`config.mk`:
```
export PLATFORM = sky130hd
export DESIGN_NAME = instr_fetch_ctrl
export DESIGN_NICKNAME = d
export VERILOG_FILES = /design/src/rtl/ifetch_pkg.sv /design/src/rtl/ifetch_buffer.sv /design/src/rtl/instr_fetch_ctrl.sv
export SDC_FILE = /design/constraint.sdc
export NUM_CORES = 1
export LEC_CHECK = 0
export ABC_AREA = 1
export CORE_MARGIN = 5
export CORE_UTILIZATION = 40
export CTS_BUF_LIST = sky130_fd_sc_hd__clkbuf_8 sky130_fd_sc_hd__clkbuf_16
export CTS_CLUSTER_SIZE = 30
export DETAILED_ROUTE_END_ITERATION = 10
export HOLD_SLACK_MARGIN = 0.03
export PLACE_DENSITY = 0.77
export SLEW_MARGIN = 20
export SYNTH_ARGS = -nofsm -noshare
export SYNTH_HDL_FRONTEND = slang
export SYNTH_SLANG_ARGS = --single-unit
```
`constraint.sdc`:
```
create_clock -name clk -period 2.21 [get_ports clk]
set_input_delay 0.221 -clock clk [delete_from_list [all_inputs] [get_ports clk]]
set_output_delay 0.221 -clock clk [all_outputs]
set_load 0.01 [all_outputs]
```
`src/rtl/ifetch_pkg.sv`:
```
// ============================================================================
// ifetch_pkg : shared types and constants for the instruction-fetch block
// Rev 1.0    : initial release
// ============================================================================
`default_nettype none

package ifetch_pkg;

  localparam int ADDR_W  = 16;
  localparam int INSTR_W = 16;

  localparam logic [INSTR_W-1:0] HALT_OPCODE_DEFAULT = 16'hFFFF;

  typedef enum logic [1:0] {
    IDLE   = 2'd0,
    RUN    = 2'd1,
    HALTED = 2'd2
  } ifetch_state_e;

  typedef struct packed {
    logic [ADDR_W-1:0]  pc;
    logic [INSTR_W-1:0] instr;
  } fetch_entry_t;

endpackage

`default_nettype wire

```
`src/rtl/ifetch_buffer.sv`:
```
// ============================================================================
// ifetch_buffer : BUF_DEPTH-entry FIFO of {pc, instr}; push-on-full allowed
//                 when a pop happens on the same edge; flush wins over both.
// Rev 1.0       : initial release
// ============================================================================
`default_nettype none

module ifetch_buffer
  import ifetch_pkg::*;
#(
  parameter int BUF_DEPTH = 2
) (
  input  logic         clk,
  input  logic         rst_n,
  input  logic         flush,
  input  logic         push,
  input  fetch_entry_t push_data,
  input  logic         pop,
  output logic         empty,
  output logic         full,
  output fetch_entry_t head
);

  localparam int                 c_ptr_w   = $clog2(BUF_DEPTH);
  localparam logic [c_ptr_w-1:0] c_ptr_one = 1;
  localparam logic [c_ptr_w:0]   c_cnt_one = 1;
  localparam logic [c_ptr_w:0]   c_depth   = BUF_DEPTH[c_ptr_w:0];

  fetch_entry_t         r_mem [BUF_DEPTH];
  logic [c_ptr_w-1:0]   r_rd_ptr;
  logic [c_ptr_w-1:0]   r_wr_ptr;
  logic [c_ptr_w:0]     r_count;
  logic                 w_pop;
  logic                 w_push;

  assign empty  = (r_count == '0);
  assign full   = (r_count == c_depth);
  assign w_pop  = pop && !empty;
  assign w_push = push && (!full || w_pop);
  assign head   = r_mem[r_rd_ptr];

  // Depth is a power of two, so the pointers wrap on their own.
  always_ff @(posedge clk or negedge rst_n) begin
    if (!rst_n) begin
      r_rd_ptr <= '0;
      r_wr_ptr <= '0;
      r_count  <= '0;
      for (int i = 0; i < BUF_DEPTH; i++) begin
        r_mem[i] <= '0;
      end
    end else if (flush) begin
      r_rd_ptr <= '0;
      r_wr_ptr <= '0;
      r_count  <= '0;
    end else begin
      if (w_push) begin
        r_mem[r_wr_ptr] <= push_data;
        r_wr_ptr        <= r_wr_ptr + c_ptr_one;
      end
      if (w_pop) begin
        r_rd_ptr <= r_rd_ptr + c_ptr_one;
      end
      if (w_push && !w_pop) begin
        r_count <= r_count + c_cnt_one;
      end else if (w_pop && !w_push) begin
        r_count <= r_count - c_cnt_one;
      end
    end
  end

endmodule

`default_nettype wire

```
`src/rtl/instr_fetch_ctrl.sv`:
```
// ============================================================================
// instr_fetch_ctrl : PC sequencer feeding a decode FIFO; redirect/flush and
//                    optional halt-opcode stop (macro IFETCH_HALT_DETECT_EN).
// Rev 1.0          : initial release
// ============================================================================
`default_nettype none

module instr_fetch_ctrl
  import ifetch_pkg::*;
#(
  parameter logic [ADDR_W-1:0]  RESET_PC    = 16'h0000,
  parameter int                 BUF_DEPTH   = 2,
  parameter logic [INSTR_W-1:0] HALT_OPCODE = HALT_OPCODE_DEFAULT
) (
  input  logic               clk,
  input  logic               rst_n,
  input  logic               start,
  input  logic               redirect_valid,
  input  logic [ADDR_W-1:0]  redirect_pc,
  output logic [ADDR_W-1:0]  imem_addr,
  input  logic [INSTR_W-1:0] imem_instr,
  output logic               dec_valid,
  input  logic               dec_ready,
  output logic [INSTR_W-1:0] dec_instr,
  output logic [ADDR_W-1:0]  dec_pc,
  output logic               busy,
  output logic               halted
);

  ifetch_state_e     r_state;
  ifetch_state_e     w_state_nxt;
  logic [ADDR_W-1:0] r_pc;
  logic [ADDR_W-1:0] w_pc_nxt;
  fetch_entry_t      w_push_data;
  fetch_entry_t      w_head;
  logic              w_empty;
  logic              w_full;
  logic              w_pop;
  logic              w_fetch;
  logic              w_halt_match;
  logic              w_is_halt;

  assign dec_valid    = !w_empty;
  assign w_pop        = dec_valid && dec_ready;
  assign w_fetch      = (r_state == RUN) && !redirect_valid && (!w_full || w_pop);
  assign w_halt_match = (imem_instr == HALT_OPCODE);
  assign w_push_data  = '{pc: r_pc, instr: imem_instr};

`ifdef IFETCH_HALT_DETECT_EN
  assign w_is_halt = w_fetch && w_halt_match;
  assign halted    = (r_state == HALTED);
`else
  // Detection compiled out: the halt encoding is just another instruction.
  assign w_is_halt = w_fetch & w_halt_match & 1'b0;
  assign halted    = 1'b0;
`endif

  assign busy      = (r_state == RUN);
  assign imem_addr = r_pc;
  assign dec_instr = w_head.instr;
  assign dec_pc    = w_head.pc;

  always_ff @(posedge clk or negedge rst_n) begin
    if (!rst_n) begin
      r_state <= IDLE;
      r_pc    <= RESET_PC;
    end else begin
      r_state <= w_state_nxt;
      r_pc    <= w_pc_nxt;
    end
  end

  always_comb begin
    w_state_nxt = r_state;
    w_pc_nxt    = r_pc;
    case (r_state)
      IDLE:    if (start)          w_state_nxt = RUN;
      RUN:     if (w_is_halt)      w_state_nxt = HALTED;
      HALTED:  if (redirect_valid) w_state_nxt = RUN;
      default:                     w_state_nxt = IDLE;
    endcase
    // The halt word is enqueued but the PC parks on its address.
    if (w_fetch && !w_is_halt) begin
      w_pc_nxt = r_pc + 16'd1;
    end
    if (redirect_valid) begin
      w_pc_nxt = redirect_pc;
    end
  end

  ifetch_buffer #(
    .BUF_DEPTH (BUF_DEPTH)
  ) u_buffer (
    .clk       (clk),
    .rst_n     (rst_n),
    .flush     (redirect_valid),
    .push      (w_fetch),
    .push_data (w_push_data),
    .pop       (w_pop),
    .empty     (w_empty),
    .full      (w_full),
    .head      (w_head)
  );

endmodule

`default_nettype wire

```
# Word-level counts from Yosys, hierarchy flattened
# Index checks and enable logic that the tools add are counted.
dict set report word_totals {
  regBits 86
  input_bits 37
}
dict set report classes {
  reduce_logical 23
  n_eq_ne 5
  n_mux 18
  bitwise 4
  magnitude_cmp 3
  addsub 5
}
# cell count
set ops {}
lappend ops {{32-bit two-way mux} 4}
lappend ops {{64-bit bitwise mux} 1}
lappend ops {{32-bit demux with 1-bit select} 1}
lappend ops {{16-bit two-way mux} 2}
lappend ops {{16-bit by 1-bit adder with 16-bit output, second input constant} 1}
lappend ops {{2-bit two-way mux} 5}
lappend ops {{1-bit logical AND} 8}
lappend ops {{2-bit one-hot mux with 3 select lines} 1}
lappend ops {{2-bit nonzero test} 3}
lappend ops {{1-bit zero test} 5}
lappend ops {{2-bit equality test, second input constant} 2}
lappend ops {{2-bit greater-or-equal comparator, second input constant} 2}
lappend ops {{2-bit zero test} 2}
lappend ops {{1-bit two-way mux} 4}
lappend ops {{2-bit != test, second input constant} 2}
lappend ops {{1-bit inverter with 2-bit output} 2}
lappend ops {{3-bit AND reduction} 1}
lappend ops {{3-bit nonzero test} 1}
lappend ops {{1-bit adder, second input constant} 2}
lappend ops {{2-bit by 1-bit adder with 2-bit output, second input constant} 1}
lappend ops {{2-bit by 1-bit equality test with 1-bit output, second input constant} 1}
lappend ops {{1-bit logical OR} 2}
lappend ops {{2-bit by 1-bit less-than comparator with 1-bit output, second input constant} 1}
lappend ops {{1-bit inverter} 2}
lappend ops {{other kinds (2)} 2}

# Longest topological paths before layout
dict set report depth {
  ltp_word 11
  ltp_mapped 10
  ltp_nobuf 9
}

# Modules after synthesis
# Synthesis repeated with hierarchy kept, for this count alone.
dict set report unflattened {
  cells_unflattened 553
  hier_area_um2 4445.5
}
# mod area_each_um2 seq_area_each_um2 n_inst cells_per_inst
set by_module_without_submodules {}
lappend by_module_without_submodules {ifetch_buffer 3265.6 1701.6 1 379}
lappend by_module_without_submodules {instr_fetch_ctrl 1179.9 425.4 1 174}

# Worst setup path before layout
# Ideal clock, no wire load.
dict set report synth_path {
  path_kind {register to register}
  startpoint {register r_pc[1] (netlist: imem_addr[1])}
  endpoint {register r_pc[14] (netlist: imem_addr[14])}
  setup_time_ns 0.117
  t_required_ns 2.093
  path_slack_ns 0.874
  synth_period_minus_slack_ns 1.336
  t_arrival_ns 1.219
  stages_incl_launch_ff 9
  cell_sequence {dfrtp_1 > ha_1 > nand2_1 > nor2_1 > nand2_1 > inv_1 > nand3_1 > nand3_1 > nand2_1}
}
dict set report synth_via {
  elab_chain_cells 3
}
# item line
set synth_rtl {}
lappend synth_rtl {{from (decl)} instr_fetch_ctrl.sv:32} ;# logic [ADDR_W-1:0] r_pc;
lappend synth_rtl {{from (signal assigned)} instr_fetch_ctrl.sv:69} ;# r_pc <= w_pc_nxt;
lappend synth_rtl {{16-bit by 1-bit adder with 16-bit output} instr_fetch_ctrl.sv:84} ;# w_pc_nxt = r_pc + 16'd1;
lappend synth_rtl {{16-bit two-way mux} instr_fetch_ctrl.sv:83} ;# if (w_fetch && !w_is_halt) begin
lappend synth_rtl {{16-bit two-way mux} instr_fetch_ctrl.sv:86} ;# if (redirect_valid) begin
# No other way between the ends. The select of a mux whose other input is x is not followed.
# A chain may end at the register's enable or synchronous reset.

# Worst setup path in the final report
dict set report layout_path {
  startpoint {register u_buffer.r_rd_ptr}
  endpoint {output port dec_pc[12]}
}
dict set report layout_via {
  elab_chain_cells 4
}
# item line
set layout_rtl {}
lappend layout_rtl {{from (decl)} ifetch_buffer.sv:30} ;# logic [c_ptr_w-1:0] r_rd_ptr;
lappend layout_rtl {{from (signal assigned)} ifetch_buffer.sv:61} ;# r_rd_ptr <= r_rd_ptr + c_ptr_one;
lappend layout_rtl {{1-bit inverter with 2-bit output (implied by the code)} ifetch_buffer.sv:40} ;# assign head = r_mem[r_rd_ptr];
lappend layout_rtl {{32-bit two-way mux (implied by the code) (3 in series)} ifetch_buffer.sv:40}
lappend layout_rtl {{to (decl)} instr_fetch_ctrl.sv:25} ;# output logic [ADDR_W-1:0] dec_pc,
# No other way between the ends. The select of a mux whose other input is x is not followed.

==> impl_metrics.ini <==
[status]
status = finished, final reports clean

[logic_synthesis]
synthTopCellsByArea = dfrtp_1 (51%), nand2_1 (21%), o21ai_1 (4.9%), inv_1 (4.6%), o21ai_2 (4.6%)
synth_seq_cells = 85
ys.flop_type = dfrtp_1
yosysMostFrequentCell = nand2_1
seq_area_frac_synth_pct = 50.6
synth.distinct_cells = 25
netlist.area_leader.share_pct = 50.6
synthArstFlopShare_pct = 100
yosysWarnings = 0
synthTopCellsByCount = nand2_1 (239), dfrtp_1 (85), inv_1 (52)
synth_nets = 580
yosys.area.top_type = dfrtp_1
syn_area_per_cell_um2 = 7.76
netlist_instances = 542
synth-edff-count = 0
syn-cell-area_um2 = 4200

[final_layout]
diodes = 0
nNetsFinal = 663
final_util_pct = 52.7
synthToLayoutAreaGrowth_pct = 28.7
drive_gt1_share_pct = 9.21
design_area_um2 = 5410
regArea_um2 = 2130
fillCellCount = 949
multiInputGateArea_um2 = 1700

[power]
combPwrFrac_pct = 39.8
p_int_w = 0.00382
p_switching_w = 0.00216
power_frac_seq_pct = 41.3
ir_drop_mv = 0.370
clkPwrFrac_pct = 18.9
swShare_pct = 36.2
p_leak_nw = 2.69
power.density_nw_per_um2 = 1110

[min_path]
worstHoldPathType = primary input to async pin

[grt]
grt_max_degree = 66
grt_pass1_wl_um = 17300
globalRouteOverflowTotal = 0
antenna_found_initial = 0
grt_util_all_layers_pct = 16.6
grt_pass1_vias = 3593

[floorplanning]
rows = 37
fp.dieH_um = 113
start_util_pct = 40.9
core_um2 = 10300
dieArea_um2 = 12700
fp.dieW_um = 113
pin_count = 88

[critical_path]
worstSetupPathType = flop to primary output
cp.required_ps = 1990
start_kind = flop
r2r_setup_slack_ps = 650
worstPathMaxFanout = 24
worst_setup_path_end_kind = primary output
cp.arrival_ps = 1820

[clock_tree]
cts_resized = 0
clockRootBuffer = clkbuf_8
clock_path_buffers = 2
tritoncts = done
cts.htree.levels = 3
worstSkewPairLatency_ps = 350
cts_sinks = 85
cts.clk_slew.worst_paths_ps = 90
cts_buffers = 9

[routing]
dr.pass1.iters = 5
vias = 3719
drt_iter0_drc = 225
drt-total-wl_um = 10200
avgRoutedWirePerCell_um = 13.3
ant_nets = 0
drcViolationCount = 0
viasPerCell = 4.86

[place]
io_buffers = 86
gp_congestion = 0.884
place_hpwl_um = 7390
post_dp_cell_area_um2 = 5190

[timing]
fin_crit_sh_pct = 92.2
max_freq_mhz = 491
hold_viol = 0
rsz0062_at_grt = false
tightest_slew_ps = 534
min_period_ps = 2040
tns_ps = 0
max_slew_margin_pct = 64.4
setup_viol = 0
slew_violations = 0
finalClockSkew_ps = 8.26

[flow_run]
maxCapViolations = 0
## registers in the layout (all words and copies together), names as in the netlist
| register | cells |
|---|---|
| imem_addr | 16 |
| u_buffer.r_count | 2 |
| u_buffer.r_wr_ptr | 1 |
| u_buffer.r_rd_ptr | 1 |
| r_state | 1 |
| u_buffer.r_mem | 64 |
## what timing repair did
item | in CTS | in global routing
buffers inserted | 0 | 0
hold endpoints to repair | 39 | 0
hold buffers | 1 | 0
## kinds of logic after synthesis
logic type | after synthesis | share of synthesized area (%)
other | 1 | 0.0892
buffers and inverters | 79 | 8.93
flip-flops | 85 | 50.6
AO/OA/AOI/OAI | 92 | 13.5
AND/OR/NAND/NOR | 284 | 26.6
adder cells (fa/ha/maj) | 1 | 0.298
## worst paths after layout
kind                                                startpoint  cells past startpoint                        endpoint
worst min register to register  u_buffer.r_mem[57]$_DFFE_PN0P_                      2  u_buffer.r_mem[57]$_DFFE_PN0P_
min in group clk                                redirect_pc[5]                      3        imem_addr[5]$_DFFE_PN0P_
worst max register to register        imem_addr[1]$_DFFE_PN0P_                      8        imem_addr[8]$_DFFE_PN0P_
max in group asynchronous                                rst_n                      3  u_buffer.r_mem[28]$_DFFE_PN0P_
worst max-delay path             u_buffer.r_rd_ptr$_DFFE_PN0P_                      5                      dec_pc[12]
worst min-delay path                                     rst_n                      2  u_buffer.r_mem[41]$_DFFE_PN0P_
## placed cells by master, fill, tap and decap left out
cell type          n
a21oi_1            5
a21oi_4            1
buf_12             4
buf_4              7
bufinv_16          1
clkbuf_8          10
clkdlybuf4s50_1   85
clkinv_1           1
clkinv_4           3
clkinvlp_4         2
conb_1             1
dfrtp_1           85
dlygate4sd3_1      1
ha_1               1
inv_1             52
inv_6              1
nand2_1          238
nand2_2            3
nand2_4            2
nand3_1           18
nand4_1            2
nor2_1            18
nor3_1             1
o211ai_1           4
o21ai_0           18
o21ai_1           41
o21ai_2           22
o22ai_1            1
or2_2              2
## per-stage QoR
step | instances | total power, W | setup slack [ps] | hold WS (ps)
4_1_cts | 766 | 0.00606 | 133 | 391
5_1_grt | 766 | 0.00644 | 1.67 | 399
2_1_floorplan | 542 | 0.00377 | 874 | -74.6
3_5_place_dp | 749 | 0.00491 | 400 | 233
3_3_place_gp | 749 | 0.00482 | 447 | 227
6_report | 766 | 0.00599 | 171 | 385
## area by class of cell
cell class / instances / area share (%)
flip-flops and latches: 85 / 39.3
multi-input cells: 378 / 31.5
repair buffers: 97 / 18.4
inverters: 54 / 3.84
well taps: 136 / 3.14
clock buffers: 10 / 2.54
clock inverters: 6 / 1.32
## power by group through the flow
stage / logic [W] / registers, W / clock network [W]
6_report: 0.00238 / 0.00247 / 0.00113
5_1_grt: 0.00266 / 0.00255 / 0.00122
4_1_cts: 0.00243 / 0.00247 / 0.00116
3_5_place_dp: 0.00242 / 0.00249 / 0
3_3_place_gp: 0.00235 / 0.00247 / 0
2_1_floorplan: 0.00134 / 0.00243 / 0
## critical path: stages, from the launching register on
cell	delay [ps]
dfrtp_1	410
clkinv_1	70
buf_4	270
nand2_1	80
nand2_1	80
clkdlybuf4s50_1	560
## layer usage
metal	up-vias	wire length (um)	share of wire, %	GRT usage (%)
li1	1854	-	-	-
met4	0	80	0.78	4.01
met2	119	4890	48	26.7
met1	1740	4560	45	22.3
met5	-	0	0	0
met3	6	665	6.5	4.74
No activity file was read; power rests on OpenSTA's default activity.
==> variant 1 (config.mk and constraints unchanged) <==
The option `IFETCH_HALT_DETECT_EN` is turned on by a define.
--- a/src/rtl/instr_fetch_ctrl.sv
+++ b/src/rtl/instr_fetch_ctrl.sv
@@ -4,6 +4,8 @@
 // Rev 1.0          : initial release
 // ============================================================================
 `default_nettype none
+
+`define IFETCH_HALT_DETECT_EN
 
 module instr_fetch_ctrl
   import ifetch_pkg::*;
Check against the original RTL: not equivalent (a bounded check fails within 4 cycles, from zero or initial values and one cycle with rst_n low).
==> variant 1 against the original RTL <==
  * Maximum frequency down 3.2%
  * Worst setup slack worse by 67 ps
  * Global-route usage up 1.6 points
  * Wire length up 12%
  * Combinational power up 23%
  * Sequential cell count up 1
  * Area after synthesis up 3.4%
  * Register-to-register slack worse by 200 ps
  * Final area up 3.5%
  * Total power up 12%
==> variant 1: results <==
[run_status]
status = complete, no violations

[route]
routed_wl_um = 11500
drt_iter0_drc = 246
vias = 4026

[critical_path]
crit_arrival_ps = 1880
rrSetupSlack_ps = 450
r2r_end = u_buffer.r_mem[59]$_DFFE_PN0P_
r2r.worst_path.cells = 6
worstPathMaxFanout = 41
endpoint = dec_pc[3]

[sta]
finalClockSkew_ps = 7.20
maxSlewHeadroom = 0.595

[layout]
drive_gt1_frac = 0.0648

[power]
ir_drop_mv = 0.478
p_clk_frac = 0.170
power.density_mw_per_mm2 = 1190
combPwrFrac = 0.437
power.switching_w = 0.00252

[global_route]
grt_pass1_vias = 3889
grt_max_degree = 47
grt_usage = 0.182
grt_pass1_wl_um = 18900

[placement]
gp_congestion = 0.901
portBuffers = 87

[yosys]
ys_top_cells_by_count = nand2_1, o21ai_0, dfrtp_1
syn_nets = 613
yosysSeqAreaShare = 0.495
[variant 1: changes by cell type after synthesis, sizes merged, moves of 5 or more]
cell / change
nand2: -25
o21ai: +17
nand3: +11
nor2: +9
o21a: +9
inv: +6
a21oi: -5
xor2: +5
[variant 1: cells by family (layout without fill, tap and decap cells)]
| kind of cell | after synthesis | in the layout | synth area share |
|---|---|---|---|
| and+or+nand+nor | 284 | 284 | 0.269 |
| AOI/OAI and AO/OA | 112 | 112 | 0.137 |
| DFF | 86 | 86 | 0.495 |
| buffers and inverters | 86 | 175 | 0.0832 |
| xor gates and xnor gates | 6 | 6 | 0.0121 |
| adders and majority gates | 1 | 1 | 0.00288 |
[variant 1: critical path, stage by stage (launching register included)]
cell	delay, ps
dfrtp_2	430
buf_12	180
o21ai_0	310
clkdlybuf4s50_1	600
[variant 1: layer usage]
metal  up-vias  share of wire  global-route usage
li1       1983              -                   -
met2        93           0.49               0.297
met1      1938           0.46               0.244
met4         0          0.011              0.0515
met5         -              0                   0
met3        12          0.043              0.0396
[variant 1: per-stage QoR]
stage | hold slack (ps) | cells | area [um^2] | setup WS, ps
floorplan | -74.6 | 575 | 4350 | 799
global placement | 263 | 787 | 5390 | 221
detailed placement | 268 | 787 | 5390 | 159
CTS | 410 | 804 | 5600 | 107
global route | 443 | 804 | 5600 | 32.4
finish | 393 | 804 | 5600 | 105
[variant 1: area by class of cell]
cell class,instances,area [um^2],area share
clock buffer,9,124,0.0221
inverter,58,218,0.0389
tap,140,175,0.0313
multi-input combinational,403,1830,0.327
timing repair buffer,101,1030,0.183
sequential,86,2150,0.385
clock inverter,7,71.3,0.0127
==> variant 2 (same settings) <==
Without the edit above. Make the reset (`rst_n`) synchronous in 2 clocked blocks.
--- a/src/rtl/ifetch_buffer.sv
+++ b/src/rtl/ifetch_buffer.sv
@@ -40,7 +40,7 @@
   assign head   = r_mem[r_rd_ptr];
 
   // Depth is a power of two, so the pointers wrap on their own.
-  always_ff @(posedge clk or negedge rst_n) begin
+  always_ff @(posedge clk) begin
     if (!rst_n) begin
       r_rd_ptr <= '0;
       r_wr_ptr <= '0;
--- a/src/rtl/instr_fetch_ctrl.sv
+++ b/src/rtl/instr_fetch_ctrl.sv
@@ -60,7 +60,7 @@
   assign dec_instr = w_head.instr;
   assign dec_pc    = w_head.pc;
 
-  always_ff @(posedge clk or negedge rst_n) begin
+  always_ff @(posedge clk) begin
     if (!rst_n) begin
       r_state <= IDLE;
       r_pc    <= RESET_PC;
Check against the original RTL: differs if rst_n is asserted again (counterexample within 4 cycles, from zero or initial values and one cycle with rst_n low); with rst_n held inactive, the same outputs for 10 cycles.
==> variant 2 against the original RTL <==
  * Cell count fell by 17%
  * Core utilization shrank 0.50 points
  * Final area decreased by 1.8%
  * Worst setup slack worse by 14 ps
  * Via count decreased by 18%
  * Wire length is 12% lower
  * Area after synthesis is 2.1% lower
  * Register-to-register slack worse by 100 ps
  * Count of clock-buffer cells in the layout is 2 higher
  * Sequential cell count is 1 higher
  * First-iteration DRC count fell by 24%
  * Highest routed layer unchanged
Power is not compared: it rests on default switching activity, and its combinational part moved more than twofold at a synthesized area within 25%.
==> variant 2: results <==
[yosys]
synth_adder_area_share = 0.00608
synth_area_leaders = edfxtp_1, dfxtp_1, mux2_2
yosysSeqAreaShare = 0.574
synth-xor-area-share = 0.00851
synth_cell_type_count = 32
ys_top_cells_by_count = nor2_1, edfxtp_1, nand2_1
synth.area.mux_share = 0.0875
ys_async_sr_fraction = 0
synth_ff_type = edfxtp_1
synth_compound_area_frac = 0.0471
syn_area_per_cell_um2 = 10.0
syn_nets = 449
synth_edf_count = 64

[global_route]
grt_usage = 0.147
grt_pass1_vias = 3073
use_met3 = 0.0359
met1_usage = 0.189
use_met2 = 0.242
grt_max_degree = 33

[critical_path]
critPathSlowestCell = clkdlybuf4s50_1
path_delay_family = buffers and inverters
rrSetupSlack_ps = 550
endpoint = dec_pc[6]
max_stage_delay_ps = 520
worstPathMaxFanout = 32
timing.rr.start = u_buffer.r_count[0]$_SDFFE_PP0P_
r2r_end = u_buffer.r_count[1]$_SDFFE_PP0P_

[layout]
n_antenna_cell = 0
final.fill_count = 929
drive_gt1_frac = 0.137
nets = 537

[worst_hold_path]
hold_path_class = input port to flip-flop

[power]
seq-power_w = 0.00186

[placement]
hpwl_um = 6380
gp_congestion = 0.856
placed_cell_area_mm2 = 0.00511
dp.cells = 623
dp_slack_ps = 232

[run_status]
status = complete, no violations

[sta]
finalClockSkew_ps = 10.5
hold_ws_ps = 427
clock.fmax_ghz = 0.487

[route]
avgRoutedWirePerCell_um = 14.1
viasPerCell = 4.77
wl_met3_um = 566
wl_met1_um = 4000
drt_iter0_drc = 171
met2_length_um = 4330
vias = 3046
first_pass_iters = 4

[clock_tree]
clk_latency_ps = 340
cts_resized = 0
variant 2: cell count changes after synthesis, sizes merged, moves of 22 or more:
cell    before  now
mux2         0   32
dfrtp       85    0
dfxtp        0   22
nand2      243   67
edfxtp       0   64
nor2        18   84
o21ai       81   18
variant 2: worst reg2reg max path, delay by kind of cell, from the launching register on:
kind	cells	cell delay, ps
DFF	1	320
and+or+nand+nor	3	300
xor gates and xnor gates	1	150
adders and majority gates	1	330
buffers and inverters	2	200
AOI/OAI and AO/OA	2	260
variant 2: area by class of cell:
cell class | instances | area (um^2) | share of cell area
Sequential cell | 86 | 2360 | 0.445
Multi-Input combinational cell | 254 | 1420 | 0.267
Clock inverter | 4 | 28.8 | 0.00542
Inverter | 54 | 203 | 0.0382
Tap cell | 136 | 170 | 0.0320
Timing Repair Buffer | 93 | 951 | 0.179
Clock buffer | 12 | 176 | 0.0332
